<file path="config.mk">
export PLATFORM = sky130hd
export DESIGN_NAME = vcache_control
export DESIGN_NICKNAME = d
export VERILOG_FILES = /design/src/rtl/vcache_pkg.sv /design/src/rtl/vcache_data_array.sv /design/src/rtl/vcache_control.sv
export SDC_FILE = /design/constraint.sdc
export NUM_CORES = 2
export LEC_CHECK = 0
export ABC_AREA = 1
export BUFFER_PORTS_ARGS = -buffer_cell sky130_fd_sc_hd__buf_2
export CAP_MARGIN = 25
export CORE_MARGIN = 2
export CORE_UTILIZATION = 40
export CTS_BUF_LIST = sky130_fd_sc_hd__clkbuf_4
export DETAILED_ROUTE_END_ITERATION = 6
export REMOVE_ABC_BUFFERS = 1
export SYNTH_ARGS = -nofsm -noshare
export SYNTH_HDL_FRONTEND = slang
export SYNTH_SLANG_ARGS = --single-unit
</file>
<file path="constraint.sdc">
create_clock -name clk -period 34.5 [get_ports clk]
set_input_delay 3.45 -clock clk [delete_from_list [all_inputs] [get_ports clk]]
set_output_delay 3.45 -clock clk [all_outputs]
set_load 0.01 [all_outputs]
</file>
<file path="src/rtl/vcache_pkg.sv">
// Shared types and geometry for the victim cache controller and its data ways.
package vcache_pkg;

   localparam int LINE_WIDTH     = 256;
   localparam int OFFSET_BITS    = 5;
   localparam int BYTES_PER_LINE = LINE_WIDTH / 8;
   localparam int DEF_TAG_WIDTH  = 27;
   localparam int DEF_NUM_WAYS   = 4;

   typedef enum logic [2:0] {
      IDLE,
      HIT,
      MEMRD,
      RESP,
      WB,
      FILL
   } state_e;

endpackage

</file>
<file path="src/rtl/vcache_data_array.sv">
// One victim-cache line: combinational read, byte-enabled synchronous write.
module vcache_data_array
   import vcache_pkg::*;
(
   input  logic                      clk_i,
   input  logic [BYTES_PER_LINE-1:0] be_i,
   input  logic [LINE_WIDTH-1:0]     din_i,
   output logic [LINE_WIDTH-1:0]     dout_o
);

   logic [LINE_WIDTH-1:0] mem_q;

   always_ff @(posedge clk_i) begin
      for (int b = 0; b < BYTES_PER_LINE; b++) begin
         if (be_i[b]) begin
            mem_q[8*b +: 8] <= din_i[8*b +: 8];
         end
      end
   end

   assign dout_o = mem_q;

endmodule

</file>
<file path="src/rtl/vcache_control.sv">
// Exclusive, fully-associative victim cache controller: absorbs L1 evictions,
// swaps hits back to L1, forwards misses and writes back dirty victims.
module vcache_control
   import vcache_pkg::*;
#(
   parameter int NUM_WAYS  = DEF_NUM_WAYS,
   parameter int TAG_WIDTH = DEF_TAG_WIDTH
) (
   input  logic                  clk,
   input  logic                  rst_n,
   input  logic                  vc_read,
   input  logic                  vc_write,
   input  logic [31:0]           vc_address,
   input  logic [LINE_WIDTH-1:0] vc_wdata,
   input  logic                  vc_dirty,
   output logic [LINE_WIDTH-1:0] vc_rdata,
   output logic                  vc_resp,
   output logic                  mem_read,
   output logic                  mem_write,
   output logic [31:0]           mem_address,
   output logic [LINE_WIDTH-1:0] mem_wdata,
   input  logic [LINE_WIDTH-1:0] mem_rdata,
   input  logic                  mem_resp
);

   localparam int WAY_W = $clog2(NUM_WAYS);

   state_e                state_q;
   logic [NUM_WAYS-1:0]   valid_q;
   logic [NUM_WAYS-1:0]   dirty_q;
   logic [WAY_W-1:0]      rr_ptr_q;
   logic [WAY_W-1:0]      way_q;
   logic                  repl_q;
   logic [TAG_WIDTH-1:0]  tag_q [NUM_WAYS];

   logic [TAG_WIDTH-1:0]  req_tag_q;
   logic [LINE_WIDTH-1:0] wdata_q;
   logic                  wdirty_q;

   logic                  vc_resp_q;
   logic [LINE_WIDTH-1:0] vc_rdata_q;
   logic                  mem_read_q;
   logic                  mem_write_q;
   logic [31:0]           mem_address_q;
   logic [LINE_WIDTH-1:0] mem_wdata_q;

   logic [TAG_WIDTH-1:0]  req_tag;
   logic                  hit;
   logic [WAY_W-1:0]      hit_way;
   logic                  free;
   logic [WAY_W-1:0]      free_way;
   logic [WAY_W-1:0]      victim;
   logic [LINE_WIDTH-1:0] way_data [NUM_WAYS];
   logic                  unused_offset;

   assign req_tag       = vc_address[OFFSET_BITS +: TAG_WIDTH];
   assign unused_offset = ^vc_address[OFFSET_BITS-1:0];

   // Descending scan so the lowest-index match / invalid way wins.
   always_comb begin
      hit      = 1'b0;
      hit_way  = '0;
      free     = 1'b0;
      free_way = '0;
      for (int w = NUM_WAYS - 1; w >= 0; w--) begin
         if (valid_q[w] && (tag_q[w] == req_tag)) begin
            hit     = 1'b1;
            hit_way = WAY_W'(w);
         end
         if (!valid_q[w]) begin
            free     = 1'b1;
            free_way = WAY_W'(w);
         end
      end
   end

   assign victim = free ? free_way : rr_ptr_q;

   for (genvar g = 0; g < NUM_WAYS; g++) begin : g_way
      logic [BYTES_PER_LINE-1:0] be;
      assign be = ((state_q == FILL) && (way_q == WAY_W'(g))) ? '1 : '0;

      vcache_data_array u_data (
         .clk_i  (clk),
         .be_i   (be),
         .din_i  (wdata_q),
         .dout_o (way_data[g])
      );
   end

   always_ff @(posedge clk or negedge rst_n) begin
      if (!rst_n) begin
         state_q     <= IDLE;
         valid_q     <= '0;
         dirty_q     <= '0;
         rr_ptr_q    <= '0;
         way_q       <= '0;
         repl_q      <= 1'b0;
         vc_resp_q   <= 1'b0;
         vc_rdata_q  <= '0;
         mem_read_q  <= 1'b0;
         mem_write_q <= 1'b0;
      end else begin
         case (state_q)
            IDLE: begin
               way_q  <= hit ? hit_way : victim;
               repl_q <= !hit && valid_q[victim];
               // Read wins when both are raised; the write must be re-presented.
               if (vc_read) begin
                  if (hit) begin
                     state_q    <= HIT;
                     vc_resp_q  <= 1'b1;
                     vc_rdata_q <= way_data[hit_way];
                  end else begin
                     state_q    <= MEMRD;
                     mem_read_q <= 1'b1;
                  end
               end else if (vc_write) begin
                  if (!hit && valid_q[victim] && dirty_q[victim]) begin
                     state_q     <= WB;
                     mem_write_q <= 1'b1;
                  end else begin
                     state_q   <= FILL;
                     vc_resp_q <= 1'b1;
                  end
               end
            end
            HIT: begin
               valid_q[way_q] <= 1'b0;
               dirty_q[way_q] <= 1'b0;
               vc_resp_q      <= 1'b0;
               vc_rdata_q     <= '0;
               state_q        <= IDLE;
            end
            MEMRD: begin
               if (mem_resp) begin
                  mem_read_q <= 1'b0;
                  vc_resp_q  <= 1'b1;
                  vc_rdata_q <= mem_rdata;
                  state_q    <= RESP;
               end
            end
            RESP: begin
               vc_resp_q  <= 1'b0;
               vc_rdata_q <= '0;
               state_q    <= IDLE;
            end
            WB: begin
               if (mem_resp) begin
                  mem_write_q <= 1'b0;
                  vc_resp_q   <= 1'b1;
                  state_q     <= FILL;
               end
            end
            FILL: begin
               valid_q[way_q] <= 1'b1;
               dirty_q[way_q] <= wdirty_q;
               if (repl_q) begin
                  rr_ptr_q <= rr_ptr_q + 1'b1;
               end
               vc_resp_q <= 1'b0;
               state_q   <= IDLE;
            end
            default: begin
               state_q <= IDLE;
            end
         endcase
      end
   end

   // Request and writeback payload are captured once in IDLE; tags follow the fill.
   always_ff @(posedge clk) begin
      if ((state_q == IDLE) && (vc_read || vc_write)) begin
         req_tag_q     <= req_tag;
         wdata_q       <= vc_wdata;
         wdirty_q      <= vc_dirty;
         mem_address_q <= vc_read ? 32'({req_tag, {OFFSET_BITS{1'b0}}})
                                  : 32'({tag_q[victim], {OFFSET_BITS{1'b0}}});
         mem_wdata_q   <= way_data[victim];
      end
      if (state_q == FILL) begin
         tag_q[way_q] <= req_tag_q;
      end
   end

   assign vc_resp     = vc_resp_q;
   assign vc_rdata    = vc_rdata_q;
   assign mem_read    = mem_read_q;
   assign mem_write   = mem_write_q;
   assign mem_address = mem_address_q;
   assign mem_wdata   = mem_wdata_q;

endmodule

</file>
==> flow_metrics.env <==
export IMPL_status="finished, final reports clean"
export IMPL_synth_async_sr_flop_share_pct=13.9
export IMPL_drt_iter0_markers=6396
export IMPL_syn_area_mm2=0.0889
export IMPL_slew_viol_final=0
export IMPL_fin_util_pct=46.8
export IMPL_swShare_pct=35.9
export IMPL_start_kind="input pin"
export IMPL_gp_congestion=0.927
export IMPL_post_place_ws_ns=25.49
export IMPL_clkSlewWorstSetupHoldPaths_ns=0.07
export IMPL_leakagePower_nw=46.2
export IMPL_portBuffers=1086
export IMPL_p_switching_mw=2.85
export IMPL_crit_fanout=119
export IMPL_place_area_mm2=0.0963
export IMPL_instances_no_fill=13800
export IMPL_clock_path_buffers=4
export IMPL_power_density_mw_per_mm2=76.7
export IMPL_rsz0062_at_grt="false"
export IMPL_numCtsBuffers=550
export IMPL_clock_sinks=1974
export IMPL_clock_skew_ns=0.150
export IMPL_ir_worst_vdd_mv=0.0466
export IMPL_synth_edf_count=1699
export IMPL_area_growth_pct=16.7
export IMPL_h_tree_depth=6
export IMPL_cts_tree="done"
export IMPL_hold_violations=0
export IMPL_postCtsSetupBuffers=0
export IMPL_setup_tns_final_ns=0
export IMPL_wl_per_cell_um=20.9
export IMPL_p_seq_share_pct=44.8
export IMPL_power_mw=7.95
export IMPL_worst_slew_pin_slew_ns=1.48
export IMPL_io_pins=1097
export IMPL_worstSkewPairLatency_ns=1.41
export IMPL_ant_nets=0
export IMPL_ys_warnings_count=0
export IMPL_die_w_um=475
export IMPL_synth_top_cell_by_area="edfxtp_1"
export IMPL_overflow=0
export IMPL_synth_cell_types=42
export IMPL_antenna_found_initial=97
export IMPL_fin_crit_ns=7.68
export IMPL_ctsResizeCount=0
export IMPL_die_area_mm2=0.226
export IMPL_finalWirelength_um=287000
export IMPL_fill_cells=21000
export IMPL_hpwl_um=177000
export IMPL_die_h_um=475
export IMPL_grt_pass1_wl_um=416000
export IMPL_design_core_area_mm2=0.222
export IMPL_holdCritPathClass="register to register"
export IMPL_final_nets=10800
export IMPL_syn_instance_count=9108
export IMPL_p_int_mw=5.10
export IMPL_synth_ff_type="edfxtp_1"
export IMPL_grt_max_degree=246
export IMPL_yosysTopAreaCellShare_pct=57.4
export IMPL_yosysSeqAreaShare_pct=65.1
export IMPL_required_ns=35.78
export IMPL_drv_cap=0
export IMPL_drc_errors=0
export IMPL_first_pass_iters=6
export IMPL_synth_top_cells_by_area="edfxtp_1 57%, dfrtp_1 7.7%, inv_1 6.0%"
export IMPL_postCtsHoldBufs=0
export IMPL_rows=173
export IMPL_start_util_pct=40.1
export IMPL_vias=70800
export IMPL_yosys_register_bits=1974
export IMPL_routed_via_density=5.15
export IMPL_min_period_over_period_pct=22.3
export IMPL_design_area_mm2=0.104
export IMPL_crit_arrival_ns=8.96
export IMPL_dp_cells=12700
export IMPL_p_clk_share_pct=27.3
export IMPL_comb_power_share_pct=27.9
export IMPL_setup_ws_ns=26.82
export IMPL_fmax_ghz=0.130
export IMPL_critPathKind="input pin to register"
export IMPL_drive_above_1_share_pct=19.7
export IMPL_root_buffer="clkbuf_4"
export IMPL_slew_headroom_pct=1.49
export IMPL_grt_pass1_vias=68000
export IMPL_syn_avg_cell_area_um2=9.76
export IMPL_endpoint_kind="register"
export IMPL_globalRouteTotalUtil_pct=24.4
export IMPL_whs_ns=0.430
export IMPL_setup_viol=0
==> worst max-delay path, cell delays in order <==
cell,delay (ns)
buf_2,0.18
inv_1,0.10
nand2_1,0.16
nand2_1,0.07
nor2_1,0.10
nand4_1,0.16
nor3_1,0.48
nand2_8,0.63
nand3_4,0.59
buf_4,0.77
buf_4,0.78
buf_4,0.66
nand3_1,0.14
nand2_1,0.12
nand2_1,0.11
a21oi_1,0.18
==> layer usage <==
layer,vias up,part of all wire (%),global-route usage (%),wire length [µm]
li1,32800,-,-,-
met1,34000,40,31.3,115000
met2,3349,46,38.5,133000
met3,643,9.5,6.62,27400
met4,62,3.9,11.3,11300
met5,-,0.14,0,389
==> synth_stat cells, drive strengths merged (2+ instances only) <==
library cell	n
nor3	4
dfrtp	275
xor2	10
nand3b	4
o211ai	8
inv	1439
buf	293
nand2	1429
o21ai	583
nand4	23
clkbuf	252
xnor2	10
edfxtp	1699
and2	2
a21oi	820
a31oi	26
nor2	1168
nand3	1050
o22ai	2
and3	3
==> kinds of logic after synthesis <==
group / synth area share, %
xor+xnor: 0.197
simple gates: 17.2
flops: 65.1
other cells: 0.00422
compound gates: 8.35
buf+inv: 9.09
==> power groups by stage <==
| stage | logic (mW) | clock network (mW) | registers (mW) |
|---|---|---|---|
| CTS | 2.22 | 2.23 | 3.56 |
| global placement | 2.18 | 0 | 3.59 |
| global route | 2.43 | 2.36 | 3.61 |
| floorplan | 1.21 | 0 | 4.02 |
| finish | 2.21 | 2.17 | 3.56 |
| detailed placement | 2.22 | 0 | 3.60 |
==> cells in the final DEF (no fill, tap or decap), types with 23 or more instances in the layout <==
cell type	n
dfrtp_1	275
buf_4	75
nand4_1	23
nand2_1	1421
nand3_1	1048
edfxtp_1	1699
a31oi_1	26
a21oi_1	789
diode_2	76
clkinv_1	85
clkbuf_4	825
o21ai_0	580
inv_1	1428
a21oi_2	30
nor2_1	1161
buf_2	1085
==> area by class of cell <==
cell class,count,area [µm²],share of cell area [%]
multi-input cells,5154,23000,22.2
clock inverters,130,852,0.821
diodes,76,190,0.183
clock buffers,825,6190,5.97
inverters,1439,5430,5.23
well taps,2975,3720,3.59
flip-flops and latches,1974,57900,55.8
repair buffers,1179,6410,6.18
==> sequential cells by signal, summed over array words and instances (netlist names), named ones only <==
register	cells
g_way.u_data.dout_o	1024
mem_wdata	256
vc_rdata	256
wdata_q	256
tag_q	108
mem_address	27
req_tag_q	27
dirty_q	4
state_q	3
rr_ptr_q	2
way_q	2
mem_read	1
mem_write	1
repl_q	1
vc_resp	1
wdirty_q	1
==> final timing paths <==
path,cells after the start,end,startpoint,slack [ns]
hold / removal,0,g_way[0].u_data.dout_o[231],wdata_q[231],0.43
max in group asynchronous,3,vc_rdata[18],rst_n,30.31
hold reg to reg,0,g_way[0].u_data.dout_o[231],wdata_q[231],0.43
setup / recovery,16,vc_rdata[9],vc_address[22],26.82
setup reg to reg,12,vc_rdata[9],tag_q[0][14],28.70
min in group asynchronous,1,vc_rdata[236],rst_n,2.10
Note: power is estimated with default switching activity, not from simulation.
